$ cat src/rtl/uart_tx_arbiter.sv
// Round-robin, message-locked arbiter sharing one byte-wide UART transmitter
// between NUM_REQ requesters, paced on tx_busy with an idle gap between messages.
module uart_tx_arbiter #(
    parameter int unsigned NUM_REQ       = 4,
    parameter int unsigned GAP_CYCLES    = 434,
    parameter int unsigned START_TIMEOUT = 8,
    parameter int unsigned HOLD_TIMEOUT  = 65535
) (
    input  logic                 clk,
    input  logic                 rst_n,
    input  logic [NUM_REQ-1:0]   req,
    input  logic [8*NUM_REQ-1:0] req_data,
    input  logic [NUM_REQ-1:0]   req_last,
    output logic [NUM_REQ-1:0]   req_ack,
    output logic [NUM_REQ-1:0]   grant,
    output logic                 active,
    output logic                 tx_start,
    output logic [7:0]           tx_data,
    input  logic                 tx_busy,
    output logic                 err
);

    localparam int unsigned OWN_W      = (NUM_REQ > 1) ? $clog2(NUM_REQ) : 1;
    localparam int unsigned SUM_W      = OWN_W + 1;
    localparam int unsigned GAP_W      = (GAP_CYCLES > 1) ? $clog2(GAP_CYCLES) : 1;
    localparam int unsigned START_W    = (START_TIMEOUT > 1) ? $clog2(START_TIMEOUT) : 1;
    localparam int unsigned HOLD_W     = (HOLD_TIMEOUT > 1) ? $clog2(HOLD_TIMEOUT) : 1;
    localparam int unsigned GAP_LAST   = (GAP_CYCLES > 0) ? GAP_CYCLES - 1 : 0;
    localparam int unsigned START_LAST = (START_TIMEOUT > 0) ? START_TIMEOUT - 1 : 0;
    localparam int unsigned HOLD_LAST  = (HOLD_TIMEOUT > 0) ? HOLD_TIMEOUT - 1 : 0;

    typedef enum logic [2:0] {
        IDLE      = 3'd0,
        LOAD      = 3'd1,
        WAIT_BUSY = 3'd2,
        WAIT_DONE = 3'd3,
        GAP       = 3'd4
    } state_t;

    state_t              state;
    logic [OWN_W-1:0]    ptr;
    logic [OWN_W-1:0]    owner;
    logic                last_q;
    logic [GAP_W-1:0]    gap_cnt;
    logic [START_W-1:0]  start_cnt;
    logic [HOLD_W-1:0]   hold_cnt;

    logic [OWN_W-1:0]    winner;
    logic [OWN_W-1:0]    ptr_next;
    logic                hold_expire;
    logic                start_expire;
    logic                msg_done;
    logic                rel;

    // First pending requester searching ptr, ptr+1, ... modulo NUM_REQ
    always_comb begin
        logic [SUM_W-1:0] sum;
        logic             found;
        winner = ptr;
        found  = 1'b0;
        sum    = '0;
        for (int unsigned k = 0; k < NUM_REQ; k++) begin
            sum = {1'b0, ptr} + SUM_W'(k);
            if (sum >= SUM_W'(NUM_REQ)) begin
                sum = sum - SUM_W'(NUM_REQ);
            end
            if (!found && req[OWN_W'(sum)]) begin
                winner = OWN_W'(sum);
                found  = 1'b1;
            end
        end
    end

    assign ptr_next     = (owner == OWN_W'(NUM_REQ - 1)) ? '0 : owner + OWN_W'(1);
    assign hold_expire  = (state == LOAD) && !req[owner] && (hold_cnt == HOLD_W'(HOLD_LAST));
    assign start_expire = (state == WAIT_BUSY) && !tx_busy && (start_cnt == START_W'(START_LAST));
    assign msg_done     = (state == WAIT_DONE) && !tx_busy && last_q;
    assign rel          = hold_expire | start_expire | msg_done;

    always_ff @(posedge clk or negedge rst_n) begin
        if (!rst_n) begin
            state     <= IDLE;
            ptr       <= '0;
            owner     <= '0;
            last_q    <= 1'b0;
            gap_cnt   <= '0;
            start_cnt <= '0;
            hold_cnt  <= '0;
            grant     <= '0;
            req_ack   <= '0;
            active    <= 1'b0;
            tx_start  <= 1'b0;
            tx_data   <= '0;
            err       <= 1'b0;
        end else begin
            tx_start <= 1'b0;
            req_ack  <= '0;
            err      <= 1'b0;
            if (rel) begin
                // Give up the transmitter and rotate priority past the owner
                grant   <= '0;
                ptr     <= ptr_next;
                err     <= hold_expire | start_expire;
                gap_cnt <= '0;
                if (GAP_CYCLES == 0) begin
                    state  <= IDLE;
                    active <= 1'b0;
                end else begin
                    state <= GAP;
                end
            end else begin
                case (state)
                    IDLE: begin
                        if (|req) begin
                            owner    <= winner;
                            grant    <= NUM_REQ'(1) << winner;
                            hold_cnt <= '0;
                            active   <= 1'b1;
                            state    <= LOAD;
                        end
                    end
                    LOAD: begin
                        if (req[owner]) begin
                            tx_data   <= req_data[{owner, 3'b000} +: 8];
                            tx_start  <= 1'b1;
                            req_ack   <= NUM_REQ'(1) << owner;
                            last_q    <= req_last[owner];
                            start_cnt <= '0;
                            state     <= WAIT_BUSY;
                        end else begin
                            hold_cnt <= hold_cnt + HOLD_W'(1);
                        end
                    end
                    WAIT_BUSY: begin
                        if (tx_busy) begin
                            state <= WAIT_DONE;
                        end else begin
                            start_cnt <= start_cnt + START_W'(1);
                        end
                    end
                    WAIT_DONE: begin
                        // Last-byte completion is handled by the release path
                        if (!tx_busy) begin
                            hold_cnt <= '0;
                            state    <= LOAD;
                        end
                    end
                    GAP: begin
                        if (gap_cnt == GAP_W'(GAP_LAST)) begin
                            active <= 1'b0;
                            state  <= IDLE;
                        end else begin
                            gap_cnt <= gap_cnt + GAP_W'(1);
                        end
                    end
                    default: begin
                        state <= IDLE;
                    end
                endcase
            end
        end
    end

endmodule

$ cat config.mk
export PLATFORM = sky130hd
export DESIGN_NAME = uart_tx_arbiter
export DESIGN_NICKNAME = d
export VERILOG_FILES = /design/src/rtl/uart_tx_arbiter.sv
export SDC_FILE = /design/constraint.sdc
export NUM_CORES = 1
export LEC_CHECK = 0
export ABC_AREA = 1
export BUFFER_PORTS_ARGS = -buffer_cell sky130_fd_sc_hd__buf_2
export CORE_MARGIN = 2
export CORE_UTILIZATION = 35
export CTS_CLUSTER_SIZE = 20
export DETAILED_ROUTE_END_ITERATION = 16
export GPL_ROUTABILITY_DRIVEN = 0
export GPL_TIMING_DRIVEN = 1
export HOLD_SLACK_MARGIN = 0.08
export PLACE_DENSITY = 0.53
export SYNTH_ARGS = -nofsm -noshare
export SYNTH_HDL_FRONTEND = slang
export SYNTH_SLANG_ARGS = --single-unit
$ cat constraint.sdc
create_clock -name clk -period 1.69 [get_ports clk]
set_clock_uncertainty 0.2 [all_clocks]
set_input_delay 0.0845 -clock clk [delete_from_list [all_inputs] [get_ports clk]]
set_output_delay 0.0845 -clock clk [all_outputs]
set_load 0.02 [all_outputs]
# --- After elaboration in Yosys (flattened, before gate mapping) ---
# Index checks and enable logic that the tools add are counted.
op_classes:
  n_addsub: 11
  magnitude_cmp: 9
  n_eq_ne: 20
  n_shift: 3
  mux: 54
  bitwise_logic: 3
  n_reduce_logical: 30
ops:
  columns: ["cell", "count"]
  rows:
  - ["$mux W16", 3]
  - ["$pmux W16 S3", 1]
  - ["$shiftx A32 B6 Y8", 1]
  - ["$mux W9", 3]
  - ["$mux W3", 8]
  - ["$mux W4", 6]
  - ["$mux W2", 9]
  - ["$add A16 B1 Y16 const B", 1]
  - ["$eq A16 B16 Y1 const B", 1]
  - ["$lt A2 B3 Y1 const B", 5]
  - ["$mux W1", 15]
  - ["$pmux W3 S5", 1]
  - ["$bmux W1 S2", 6]
  - ["$ne A2 B2 Y1 const B", 6]
  - ["$ne A3 B3 Y1 const B", 4]
  - ["$reduce_and A5 Y1", 2]
  - ["$reduce_bool A2 Y1", 5]
  - ["$add A9 B1 Y9 const B", 1]
  - ["$eq A9 B9 Y1 const B", 1]
  - ["$ge A3 B3 Y1 const B", 3]
  - ["$logic_and A1 B1 Y1", 9]
  - ["$reduce_and A4 Y1", 2]
  - ["$shl A1 B2 Y4 const A", 2]
  - ["$sub A2 B1 Y2 const B", 4]
  - ["other kinds (21)", 31]
word_totals:
  regBits: 55
  input_bits: 43
  output_inout_bits: 19
  word_cells: 143

# --- Logic depth before layout (Yosys ltp) ---
# Gate-level depths: netlist of run 1.
logic_depth:
  word_depth: 18
  ltp_mapped: 16
  mapped_depth_nobuf: 15

# --- Worst setup path after synthesis of run 1 ---
# No wires, ideal clock.
synth_timing:
  path_type: "register to register"
  start: "reg owner[0]"
  end: "reg hold_cnt[6]"
  setup_time_ps: 118
  arrival_time_ps: 1431
  t_required_ps: 1372
  slack_ps: -58
  path_stages_with_launch: 12
  n_path_buf: 2
  cell_sequence: "dfrtp_1 -> buf_4 -> nand2_1 -> nand3_1 -> nand2_1 -> nand4_1 -> nand3_2 -> nor2_4 -> inv_4 -> buf_6 -> nand2_1 -> nand2_1"
synth_via:
  elab_chain_len: 9
  elab_cells_between_ends: 10
  classes_between: "eq/ne (1); mux (2); bitwise (3); reduce/logical (4)"
synth_lines:
  columns: ["element", "line_no", "text"]
  rows:
  - ["from (decl)", "42", "logic [OWN_W-1:0] owner;"]
  - ["from (signal assigned)", "115", "owner <= winner;"]
  - ["$bmux W1 S2 (*)", "75, 123", null]
  - ["$mux W1 (implied by the code) (*)", "75, 123", null]
  - ["$logic_not A1 Y1", "75", "assign hold_expire = (state == LOAD) && !req[owner] && (hold_cnt == HOLD_W'(HOLD_LAST));"]
  - ["$logic_and A1 B1 Y1 (2 in a row)", "75", null]
  - ["$or A1 B1 Y1 (2 in a row)", "78", "assign rel = hold_expire | start_expire | msg_done;"]
  - ["$not A1 Y1 (no line)", null, null]
  - ["$reduce_and A5 Y1 (no line) (*)", null, null]
  - ["to (signal assigned)", "131", "hold_cnt <= hold_cnt + HOLD_W'(1);"]
  - ["to (decl)", "46", "logic [HOLD_W-1:0] hold_cnt;"]
# Every way passes the cells marked *; elsewhere a longest branch is shown, timed or not. The select of a mux whose other input is x is not followed.
# A chain may end at the register's enable or synchronous reset.

# --- Final worst setup path of run 1 ---
layout_timing:
  start: "reg ptr[0]"
  end: "reg grant[0]"
layout_via:
  elab_chain_len: 18
  elab_cells_between_ends: 40
  classes_between: "add/sub (7); order compare (4); shift (1); mux (22); reduce/logical (6)"
layout_lines:
  columns: ["element", "line_no", "text"]
  rows:
  - ["from (decl)", "41", "logic [OWN_W-1:0] ptr;"]
  - ["from (signal assigned)", "102", "ptr <= ptr_next;"]
  - ["parallel branches: the longest is 13 deep, another holds $add A2 B1 Y3", null, null]
  - ["$mux W2 (*)", "67", "if (!found && req[OWN_W'(sum)]) begin"]
  - ["$shl A1 B2 Y4 (*)", "116", "grant <= NUM_REQ'(1) << winner;"]
  - ["$mux W4 (*)", "114", "if (|req) begin"]
  - ["$mux W4 (*)", "112", "case (state)"]
  - ["$mux W4 (*)", "99", "if (rel) begin"]
  - ["to (signal assigned)", "116", null]
  - ["to (decl)", "15", "output logic [NUM_REQ-1:0] grant,"]
# Every way passes the cells marked *. The select of a mux whose other input is x is not followed.

==> results.md, run 1 <==
- Final Hold Slack: 0.1515 ns
- Yosys reg bits: 55
- Mapped Cells: 469
- First-pass GRT wire length: 16880 µm
- # Max-Cap Violations: 0
- Slew margin rel.: 0.6800
- Clock buffer depth: 2
- First-pass DRT Iterations: 4
- Pwr dens: 1515 nW/µm²
- Grt ovf: 0
- CTS tree: built
- Die X: 101.6 µm
- Worst-path clk slew: 0.10 ns
- Largest net degree at the start of global routing: 37
- Slowest CP cell: dfrtp_2
- Met3 Use GR: 0.03451
- Crit share post-route: 1.116
- CP Max Fanout: 5
- Worst Path Buf+Inv: 2
- Fin crit period: 1.885 ns
- Status: finished with violations
- RSZ-0062 raised after global routing: yes
- Via count: 3787
- I/O Buffers: 61
- Mapped Area: 3332 µm²
- Most Frequent Cell on Critical Path: nand2_4
- Nets: 704
- Drc violations: 0
- Starting Density: 0.3606
- Mux cell area share after synthesis: 0
- Worst Path Required: 1.74 ns
- GRT Util Overall: 0.2032
- Setup CP Type: reg -> reg
- Top Usage Layer GRT: met2
- Drt total wl: 10480 µm
- Failing checks: negative setup slack
- Share of layout cells above drive strength 1: 0.4126
- CTS H-tree depth: 2
- Worst-Margin Slew: 0.4800 ns
- Syn Area/Cell: 7.104 µm²
- Complex-gate fraction of the synthesized area: 0.08825
- Initial drt markers: 134
- Routed len/inst: 13.42 µm
- Layout area overhead: 64.63%
- Total power: 8.310 mW
- Syn Nets: 522
- Met2 Usage GRT: 0.3613
- Core area: 9240 µm²
- Antenna-violating nets left: 0
- CTS root buf: clkbuf_8
- Rows: 35
- Final worst setup slack: -0.1952 ns
- YS warnings: 0
- HP Class: in -> async
- Vias per std cell: 4.849
- Combinational family with the most area after synthesis: simple AND/OR/NAND/NOR gates
- Post-layout util: 0.5936
- Sequential cell area fraction in the yosys report: 0.4131
- Final Max Tran Viols: 0
- Crit-path cells: buf_6 > nand2_4 > nand3_4 > nand2_4 > inv_4 > nor2_4 > nand2_4 > nand2_4 > nand2_4 > nor2_4 > nand2_1 > nand2_1
- Initial antenna violation count: 0
- Synth Area in XOR/XNOR: 0.03417
- Die area: 10320 µm²
- CTS Buf Count: 5
- CP Data Arrival Time: 1.93 ns
- Final setup viols: 38
- Die Height: 101.6 µm
- Clock latency on the worst-skew pair: 0.32 ns
- Cell family with most CP delay: simple AND/OR/NAND/NOR gates
- Synth Area in Simple Gates: 0.3549
- Sink Count: 55
- Number of global-route vias before repair: 3747
- Met1 GRT Util: 0.2514
- Post-DP HPWL: 6767 µm
- Hold Vio Cnt, Final: 0
- Static leakage power: 2.755 nW
- Worst VDD drop: 0.6864 mV
- Antenna cells: 0
- Highest clock rate: 0.5304 GHz
- Adder-cell share of the synthesized area: 0.03755
- CP endpoint kind: flop
- Yosys cell types: 29
- CP Launch Type: flop
- Critical Path Max Stage Delay: 0.48 ns
- IO Pins: 62
[metrics by stage]
stage / setup slack [ns] / cell area [µm²] / TNS, ns / instances
floorplan: -0.03382 / 3348 / -0.2847 / 469
detailed placement: -0.3281 / 4258 / -7.839 / 714
global placement: -0.3298 / 4258 / -8.063 / 714
finish: -0.1952 / 5485 / -4.414 / 781
global route: -0.2858 / 5485 / -8.910 / 781
CTS: -0.1604 / 5089 / -4.423 / 778
[final timing paths]
check	from	end	slack, ns	cells after the start
max	ptr[0]	grant[0]	-0.20	12
min	rst_n	hold_cnt[7]	0.15	3
max reg2reg	ptr[0]	grant[0]	-0.20	12
min reg2reg	grant[1]	grant[1]	0.28	2
max in group asynchronous	rst_n	ptr[0]	0.44	4
min in group clk	req[0]	req_ack[2]	0.21	7
[worst reg2reg max path, cell delays in order, from the launching register on]
cell and delay, ns:
dfrtp_2 0.48, buf_6 0.17, nand2_4 0.08, nand3_4 0.08
nand2_4 0.12, inv_4 0.05, nor2_4 0.16, nand2_4 0.09
nand2_4 0.08, nand2_4 0.06, nor2_4 0.12, nand2_1 0.07
nand2_1 0.06
[cells in the mapped netlist (all sizes together)]
cell type  count  share of area
inv           43          0.049
nor2          58          0.070
o21ai         36          0.054
nor3b          3         0.0068
ha            10          0.038
clkbuf         7         0.0083
nand3         34          0.053
a21oi          6         0.0090
nand3b         2         0.0045
nand4         13          0.024
o22ai         10          0.019
xor2          10          0.026
nor3           6          0.012
a31o           1         0.0026
o211ai         1         0.0038
nor4           1         0.0019
xnor2          3         0.0079
dfrtp         55           0.41
buf            8          0.015
nand2        162           0.18
[flip-flops by register name, indices dropped and copies added, names as in the netlist]
register and count:
ptr 2, active 1, start_cnt 3, hold_cnt 16, tx_data 8, tx_start 1
last_q 1, owner 2, gap_cnt 9, state 3, grant 4, err 1
req_ack 4
[power breakdown]
part	total [mW]	internal [mW]	switching, mW	leakage, nW
registers	1.98	1.70	0.280	0.724
logic	5.44	2.28	3.16	1.97
clock network	0.893	0.442	0.451	0.0581
total	8.31	4.42	3.89	2.75
[area by class of cell]
class | instances | area, µm²
tap | 129 | 161.4
multi-input combinational | 356 | 2212
clock buffer | 5 | 68.82
inverter | 43 | 178.9
fill | 818 | 3755
timing repair inverter | 1 | 7.507
sequential | 55 | 1379
timing repair buffer | 189 | 1434
clock inverter | 3 | 43.79
[cell families after synthesis]
group	after synthesis
XOR/XNOR	13
flip-flops	55
buffers and inverters	58
AND/OR/NAND/NOR	279
adder cells (fa/ha/maj)	10
AO/OA/AOI/OAI	54
[placed cells by master (no fill, tap or decap), drive strengths merged, types with 3 or more instances in the layout]
cell type,instances
a21oi,6
buf,150
clkbuf,5
dfrtp,55
dlygate4sd3,39
ha,10
inv,43
nand2,162
nand3,34
nand4,13
nor2,58
nor3,6
nor3b,3
o21ai,36
o22ai,10
xnor2,3
xor2,10
[layer usage]
layer	wire, µm	part of all wire
met5	0	0
met4	265	0.025
met3	462	0.044
met2	5332	0.51
met1	4421	0.42
[timing repair]
action,4_1_cts,5_1_grt
hold buffers,39,0
buffers inserted,15,7
hold endpoints to repair,67,0
resized for setup,63,103
cloned,2,0
setup endpoints to repair,40,48
pin swaps,22,30
No activity file was read; power rests on OpenSTA's default activity.
==> run 2, diff against run 1 <==
--- a/config.mk
+++ b/config.mk
@@ -9,12 +9,12 @@
 export BUFFER_PORTS_ARGS = -buffer_cell sky130_fd_sc_hd__buf_2
 export CORE_MARGIN = 2
 export CORE_UTILIZATION = 35
+export CTS_CLUSTER_DIAMETER = 30
 export CTS_CLUSTER_SIZE = 20
 export DETAILED_ROUTE_END_ITERATION = 16
-export GPL_ROUTABILITY_DRIVEN = 0
 export GPL_TIMING_DRIVEN = 1
 export HOLD_SLACK_MARGIN = 0.08
-export PLACE_DENSITY = 0.53
+export PLACE_DENSITY = 0.51
 export SYNTH_ARGS = -nofsm -noshare
 export SYNTH_HDL_FRONTEND = slang
 export SYNTH_SLANG_ARGS = --single-unit
==> constraint.sdc (replaced) <==
create_clock -name clk -period 2.3 [get_ports clk]
set_clock_uncertainty 0.2 [all_clocks]
set_input_delay 0.115 -clock clk [delete_from_list [all_inputs] [get_ports clk]]
set_output_delay 0.115 -clock clk [all_outputs]
set_load 0.02 [all_outputs]
==> run 2 against run 1 <==
Net effect: the flow now finishes without violations; largest cell class unchanged; maximum frequency down 9.7%; flip-flop and latch count did not move; register-to-register slack improved by 0.41 ns; wire length shrank 20%; sequential share of layout area rose by 8.1 points; die area unchanged.
==> results.md, run 2 (synthesis results as in run 1) <==
- Status: completed (was finished with violations)
- Setup CP Type: reg -> reg (unchanged)
- Crit share post-route: 0.9078 (was 1.116)
- Cell Area, Placed: 3810 µm² (was 4258 µm²)
- Most Frequent Cell on Critical Path: nand2_1 (was nand2_4)
- Clock buffer depth: 2 (unchanged)
- Initial drt markers: 94 (was 134)
- Critical Path Max Stage Delay: 0.50 ns (was 0.48 ns)
- I/O Buffers: 61 (unchanged)
- Crit-path cells: clkinvlp_4 > nand2_1 > nand3_1 > nand2_1 > inv_1 > nor2_1 > nand2_1 > inv_1 > nand2_1 > nand2_1 > inv_1 > nand2_1 > nand2_1 (was buf_6 > nand2_4 > nand3_4 > nand2_4 > inv_4 > nor2_4 > nand2_4 > nand2_4 > nand2_4 > nor2_4 > nand2_1 > nand2_1)
- # Max-Cap Violations: 0 (unchanged)
- Static leakage power: 2.173 nW (was 2.755 nW)
- Initial antenna violation count: 0 (unchanged)
- Largest net degree at the start of global routing: 33 (was 37)
- RSZ-0062 raised after global routing: no (was yes)
- Final non-filler cell area: 4146 µm² (was 5485 µm²)
- Worst Path Required: 2.31 ns (was 1.74 ns)
- Wl on met1: 4028 µm (was 4421 µm)
- Antenna-violating nets left: 0 (unchanged)
- Die Height: 101.6 µm (unchanged)
- Slowest CP cell: dfrtp_2 (unchanged)
- Top Layer Used: met4 (unchanged)
- Drc violations: 0 (unchanged)
- CTS tree: built (unchanged)
- Routed len/inst: 12.32 µm (was 13.42 µm)
- Number of global-route vias before repair: 3183 (was 3747)
- Commonest cells after routing, fill and taps aside: nand2_1 (162), buf_2 (61), nor2_1 (56) (was nand2_1 (123), buf_4 (76), buf_2 (61))
- Fin crit period: 2.088 ns (was 1.885 ns)
- Inst Count DP: 654 (was 714)
- Die X: 101.6 µm (unchanged)
- Core area: 9240 µm² (unchanged)
- Antenna cells: 0 (unchanged)
- Via count: 3247 (was 3787)
- Worst VDD drop: 0.5192 mV (was 0.6864 mV)
- Nets: 607 (was 704)
- Drt total wl: 8424 µm (was 10480 µm)
- IO Pins: 62 (unchanged)
- Worst-path clk slew: 0.10 ns (about the same)
- Setup_tns: 0 ns (was -4.414 ns)
- Routed met2 length: 3914 µm (was 5332 µm)
- GRT Util Overall: 0.1764 (was 0.2032)
- HP Class: in -> async (unchanged)
- CTS root buf: clkbuf_8 (unchanged)
- Final setup viols: 0 (was 38)
- CP endpoint kind: flop (unchanged)
- Routability cong.: 0.9216
- Sink Count: 55 (unchanged)
- Largest registers: hold_cnt (16), gap_cnt (9), tx_data (8) (unchanged)
- Highest clock rate: 0.4790 GHz (was 0.5304 GHz)
- Layout area overhead: 24.45% (was 64.63%)
- CP Max Fanout: 11 (was 5)
- CTS H-tree depth: 2 (unchanged)
- Post-DP HPWL: 6215 µm (was 6767 µm)
- Max reg flops: 16 (unchanged)
- Worst R2R Path Depth: 13 (was 12)
- Setup slack, reg-to-reg: 0.21 ns (was -0.20 ns)
- Pwr dens: 1127 nW/µm² (was 1515 nW/µm²)
- CTS Buf Count: 5 (unchanged)
- First-pass DRT Iterations: 4 (unchanged)
- Hold Vio Cnt, Final: 0 (unchanged)
- Rows: 35 (unchanged)
- Final Max Tran Viols: 0 (unchanged)
- Slew margin rel.: 0.6066 (was 0.6800)
- Fin cells: 684 (was 781)
- Worst-Margin Slew: 0.5901 ns (was 0.4800 ns)
- Share of layout cells above drive strength 1: 0.1676 (was 0.4126)
- Grt ovf: 0 (unchanged)
- Die area: 10320 µm² (unchanged)
- Commonest non-fill, non-tap cell in the layout: nand2_1 (unchanged)
- Clock latency on the worst-skew pair: 0.31 ns (was 0.32 ns)
- First-pass GRT wire length: 14720 µm (was 16880 µm)
- Most flop-heavy register: hold_cnt (unchanged)
- Wire length on met3: 349 µm (was 462 µm)
- Starting Density: 0.3606 (unchanged)
- Vias per std cell: 4.747 (was 4.849)
- CP Data Arrival Time: 2.10 ns (was 1.93 ns)
- CP Launch Type: flop (unchanged)
run 2: critical path, delay by kind of cell, from the launching register on:
kind,cells,cell delay (ns)
AND/OR/NAND/NOR,9,0.86
flip-flops,1,0.50
buffers and inverters,4,0.42
run 2: what timing repair did:
item                                    in CTS  in global routing
hold buffers                                20                  0
buffers inserted                             0                  2
gates resized for setup                      0                  2
hold endpoints to repair                    69                  0
endpoints found under the setup margin       0                  6
run 2: per-layer routing:
layer | track usage | vias to the layer above
met5 | 0 | -
met4 | 0.05094 | 0
met3 | 0.03520 | 13
met2 | 0.2966 | 67
met1 | 0.2302 | 1489
li1 | - | 1678
run 2: final cells by class:
class | instances | area, µm²
inverters | 43 | 167.7
repair buffers | 93 | 608.1
fillers | 988 | 5094
clock buffers | 5 | 68.82
flip-flops and latches | 55 | 1378
well taps | 129 | 161.4
multi-input cells | 356 | 1715
clock inverters | 3 | 47.55
run 2: where the power goes:
| part | internal, mW | switching [mW] |
|---|---|---|
| registers | 1.25 | 0.243 |
| clock network | 0.331 | 0.333 |
| logic | 0.937 | 1.58 |
run 2: per-stage QoR:
step	hold slack [ns]	worst slack, ns	total power [mW]	utilization
4_1_cts	0.1594	0.1092	4.701	0.4466
2_1_floorplan	-0.3806	0.5517	3.181	-
6_report	0.1358	0.2121	4.673	0.4487
5_1_grt	0.1861	0.02137	5.129	0.4487
3_5_place_dp	-0.03845	0.1371	3.852	0.4123
3_3_place_gp	-0.04847	0.1591	3.812	0.4123
run 2: final timing paths:
| check | start | end |
|---|---|---|
| min in group clk | req[2] | req_ack[2] |
| max in group asynchronous | rst_n | state[1] |
| worst max-delay path | ptr[0] | grant[0] |
| worst min-delay path | rst_n | grant[3] |
| worst max register to register | ptr[0] | grant[0] |
| worst min register to register | grant[3] | grant[3] |
==> run 3, diff against run 2 <==
==> constraint.sdc (replaced) <==
create_clock -name clk -period 2.3 [get_ports clk]
set_clock_uncertainty 0.2 [all_clocks]
set_input_delay 0.23 -clock clk [delete_from_list [all_inputs] [get_ports clk]]
set_output_delay 0.23 -clock clk [all_outputs]
set_load 0.02 [all_outputs]
==> run 3 against run 2 <==
Net effect: highest routed layer unchanged; non-clock buffer count shrank 11; critical path depth shrank 5; combinational power shrank 4%; global-route usage shrank 0.25 points; maximum frequency grew 2.0%; wire length shrank 2.0%; sequential power is essentially flat; critical endpoint is now hold_cnt[14].
==> results.md, run 3 (synthesis results as in run 1) <==
- Status: completed (unchanged)
- Final setup viols: 0 (unchanged)
- Final Max Tran Viols: 0 (unchanged)
- Setup slack, reg-to-reg: 0.25 ns (was 0.21 ns)
- Psw: 2.123 mW (was 2.160 mW)
- Setup crit start: hold_cnt[0] (was ptr[0])
- Worst-Margin Slew: 0.6353 ns (was 0.5901 ns)
- I/O Buffers: 61 (unchanged)
- CTS tree: built (unchanged)
- Via count: 3222 (was 3247)
- Setup CP Type: reg -> reg (unchanged)
- Die area: 10320 µm² (unchanged)
- Reg2reg start: hold_cnt[0] (was ptr[0])
- Post-layout util: 0.4322 (was 0.4487)
- Antenna cells: 0 (unchanged)
- Static leakage power: 2.108 nW (was 2.173 nW)
- Final non-filler cell area: 3994 µm² (was 4146 µm²)
- Rows: 35 (unchanged)
- Die X: 101.6 µm (unchanged)
- Clock Power Share: 0.121 (was 0.142)
- Grt ovf: 0 (unchanged)
- First-pass DRT Iterations: 4 (unchanged)
- Antenna-violating nets left: 0 (unchanged)
- Combinational power share: 0.545 (was 0.539)
- Worst reg2reg path endpoint: hold_cnt[14] (was grant[0])
- Number of global-route vias before repair: 3166 (was 3183)
- Highest clock rate: 0.4887 GHz (was 0.4790 GHz)
- Post-DP HPWL: 6177 µm (was 6215 µm)
- Largest net degree at the start of global routing: 27 (was 33)
- Worst R2R Path Depth: 8 (was 13)
- Hold path start: req_data[1]
- Inst Count DP: 655 (was 654)
- First-pass GRT wire length: 14500 µm (was 14720 µm)
- Pint: 2.291 mW (was 2.514 mW)
- Worst VDD drop: 0.4690 mV (was 0.5192 mV)
- Initial drt markers: 95 (was 94)
- Routability cong.: 0.8857 (was 0.9216)
- Clock latency on the worst-skew pair: 0.32 ns (was 0.31 ns)
- Worst Path Required: 2.37 ns (was 2.31 ns)
- Setup_tns: 0 ns (unchanged)
- RSZ-0062 raised after global routing: no (unchanged)
- Drc violations: 0 (unchanged)
- CTS Buf Count: 5 (unchanged)
- Most flop-heavy register: hold_cnt (unchanged)
- Commonest non-fill, non-tap cell in the layout: nand2_1 (unchanged)
- Commonest cells after routing, fill and taps aside: nand2_1 (162), buf_2 (61), nor2_1 (56) (unchanged)
- Pwr dens: 1105 nW/µm² (was 1127 nW/µm²)
- Clock buffer depth: 2 (unchanged)
- CTS H-tree depth: 2 (unchanged)
- Fin cells: 673 (was 684)
- Layout area overhead: 19.86% (was 24.45%)
- CTS root buf: clkbuf_8 (unchanged)
- Multi-input logic area: 1727 µm² (was 1715 µm²)
- IO Pins: 62 (unchanged)
- GRT Util Overall: 0.1739 (was 0.1764)
- CP Max Fanout: 7 (was 11)
- Routed len/inst: 12.27 µm (was 12.32 µm)
- Crit share post-route: 0.8897 (was 0.9078)
- Sw Ratio: 0.4810 (was 0.4621)
- Fin crit period: 2.046 ns (was 2.088 ns)
- Drt total wl: 8257 µm (was 8424 µm)
- CP Data Arrival Time: 2.11 ns (was 2.10 ns)
- Nets: 596 (was 607)
- Initial antenna violation count: 0 (unchanged)
- Core area: 9240 µm² (unchanged)
- HP Class: in -> reg (was in -> async)
- # Max-Cap Violations: 0 (unchanged)
- Sink Count: 55 (unchanged)
- Filler Cells Inserted: 978 (was 988)
- Share of layout cells above drive strength 1: 0.1783 (was 0.1676)
- Die Height: 101.6 µm (unchanged)
- Hold Vio Cnt, Final: 0 (unchanged)
- Worst-path clk slew: 0.11 ns (was 0.10 ns)
- Largest registers: hold_cnt (16), gap_cnt (9), tx_data (8) (unchanged)
- Vias per std cell: 4.788 (was 4.747)
- Starting Density: 0.3606 (unchanged)
- CP Launch Type: flop (unchanged)
- Seq. cell area: 1378 µm² (unchanged)
- Max reg flops: 16 (unchanged)
- CP endpoint: hold_cnt[14] (was grant[0])
- CP endpoint kind: flop (unchanged)
- Cell Area, Placed: 3805 µm² (was 3810 µm²)
- Sequential share of power: 0.334 (was 0.319)
- Slew margin rel.: 0.5765 (was 0.6066)
==> run 3: how the worst min path moves through the flow <==
| stage | endpoint | slack (ns) | depth (start not counted) |
|---|---|---|---|
| floorplan | active | -0.27 | 0 |
| finish | tx_data[1] | 0.09 | 5 |
| global route | tx_data[4] | 0.10 | 5 |
| detailed placement | grant[1] | 0.09 | 1 |
| global placement | grant[3] | 0.09 | 1 |
| CTS | tx_data[1] | 0.08 | 5 |
==> run 3: metal layers <==
| layer | up-vias | routed length (µm) | global-route usage |
|---|---|---|---|
| li1 | 1654 | - | - |
| met3 | 13 | 367 | 0.03313 |
| met4 | 0 | 126 | 0.04574 |
| met2 | 66 | 3828 | 0.2839 |
| met1 | 1489 | 3935 | 0.2367 |
| met5 | - | 0 | 0 |
==> run 3: repair_timing <==
item                                    in CTS  in global routing
hold endpoints to repair                    28                  0
endpoints found under the setup margin       0                  8
buffers inserted                             0                  5
resized for setup                            0                  4
hold buffers                                 5                  0
==> run 3: worst max-delay path, cell delays in order, from the launching register on <==
cell and delay (ns):
dfrtp_1 0.47, ha_1 0.24, nand3_1 0.17, nor3_1 0.40, nand3b_1 0.15, xor2_1 0.16, nor2_1 0.09, nand2_1 0.05
nand2_1 0.06
==> run 3: power by group through the flow <==
| stage | clock network (mW) | logic [mW] | registers (mW) |
|---|---|---|---|
| 2_1_floorplan | 0 | 1.60 | 1.58 |
| 3_3_place_gp | 0 | 2.31 | 1.51 |
| 3_5_place_dp | 0 | 2.34 | 1.50 |
| 4_1_cts | 0.560 | 2.36 | 1.49 |
| 5_1_grt | 0.596 | 2.80 | 1.52 |
| 6_report | 0.534 | 2.41 | 1.47 |
==> run 3: final cells by class <==
type | count | share of cell area
Multi-Input combinational cell | 356 | 0.4323
Sequential cell | 55 | 0.3449
Timing Repair Buffer | 82 | 0.1190
Inverter | 43 | 0.04198
Tap cell | 129 | 0.04041
Clock buffer | 6 | 0.01817
Clock inverter | 2 | 0.003133
==> run 3: metrics by stage <==
step	setup slack, ns	hold WS (ns)	power [mW]
6_report	0.2538	0.08528	4.415
5_1_grt	0.004941	0.1022	4.910
4_1_cts	0.1229	0.08273	4.403
3_5_place_dp	0.1461	0.08644	3.847
3_3_place_gp	0.1711	0.08585	3.820
2_1_floorplan	0.5517	-0.2656	3.181
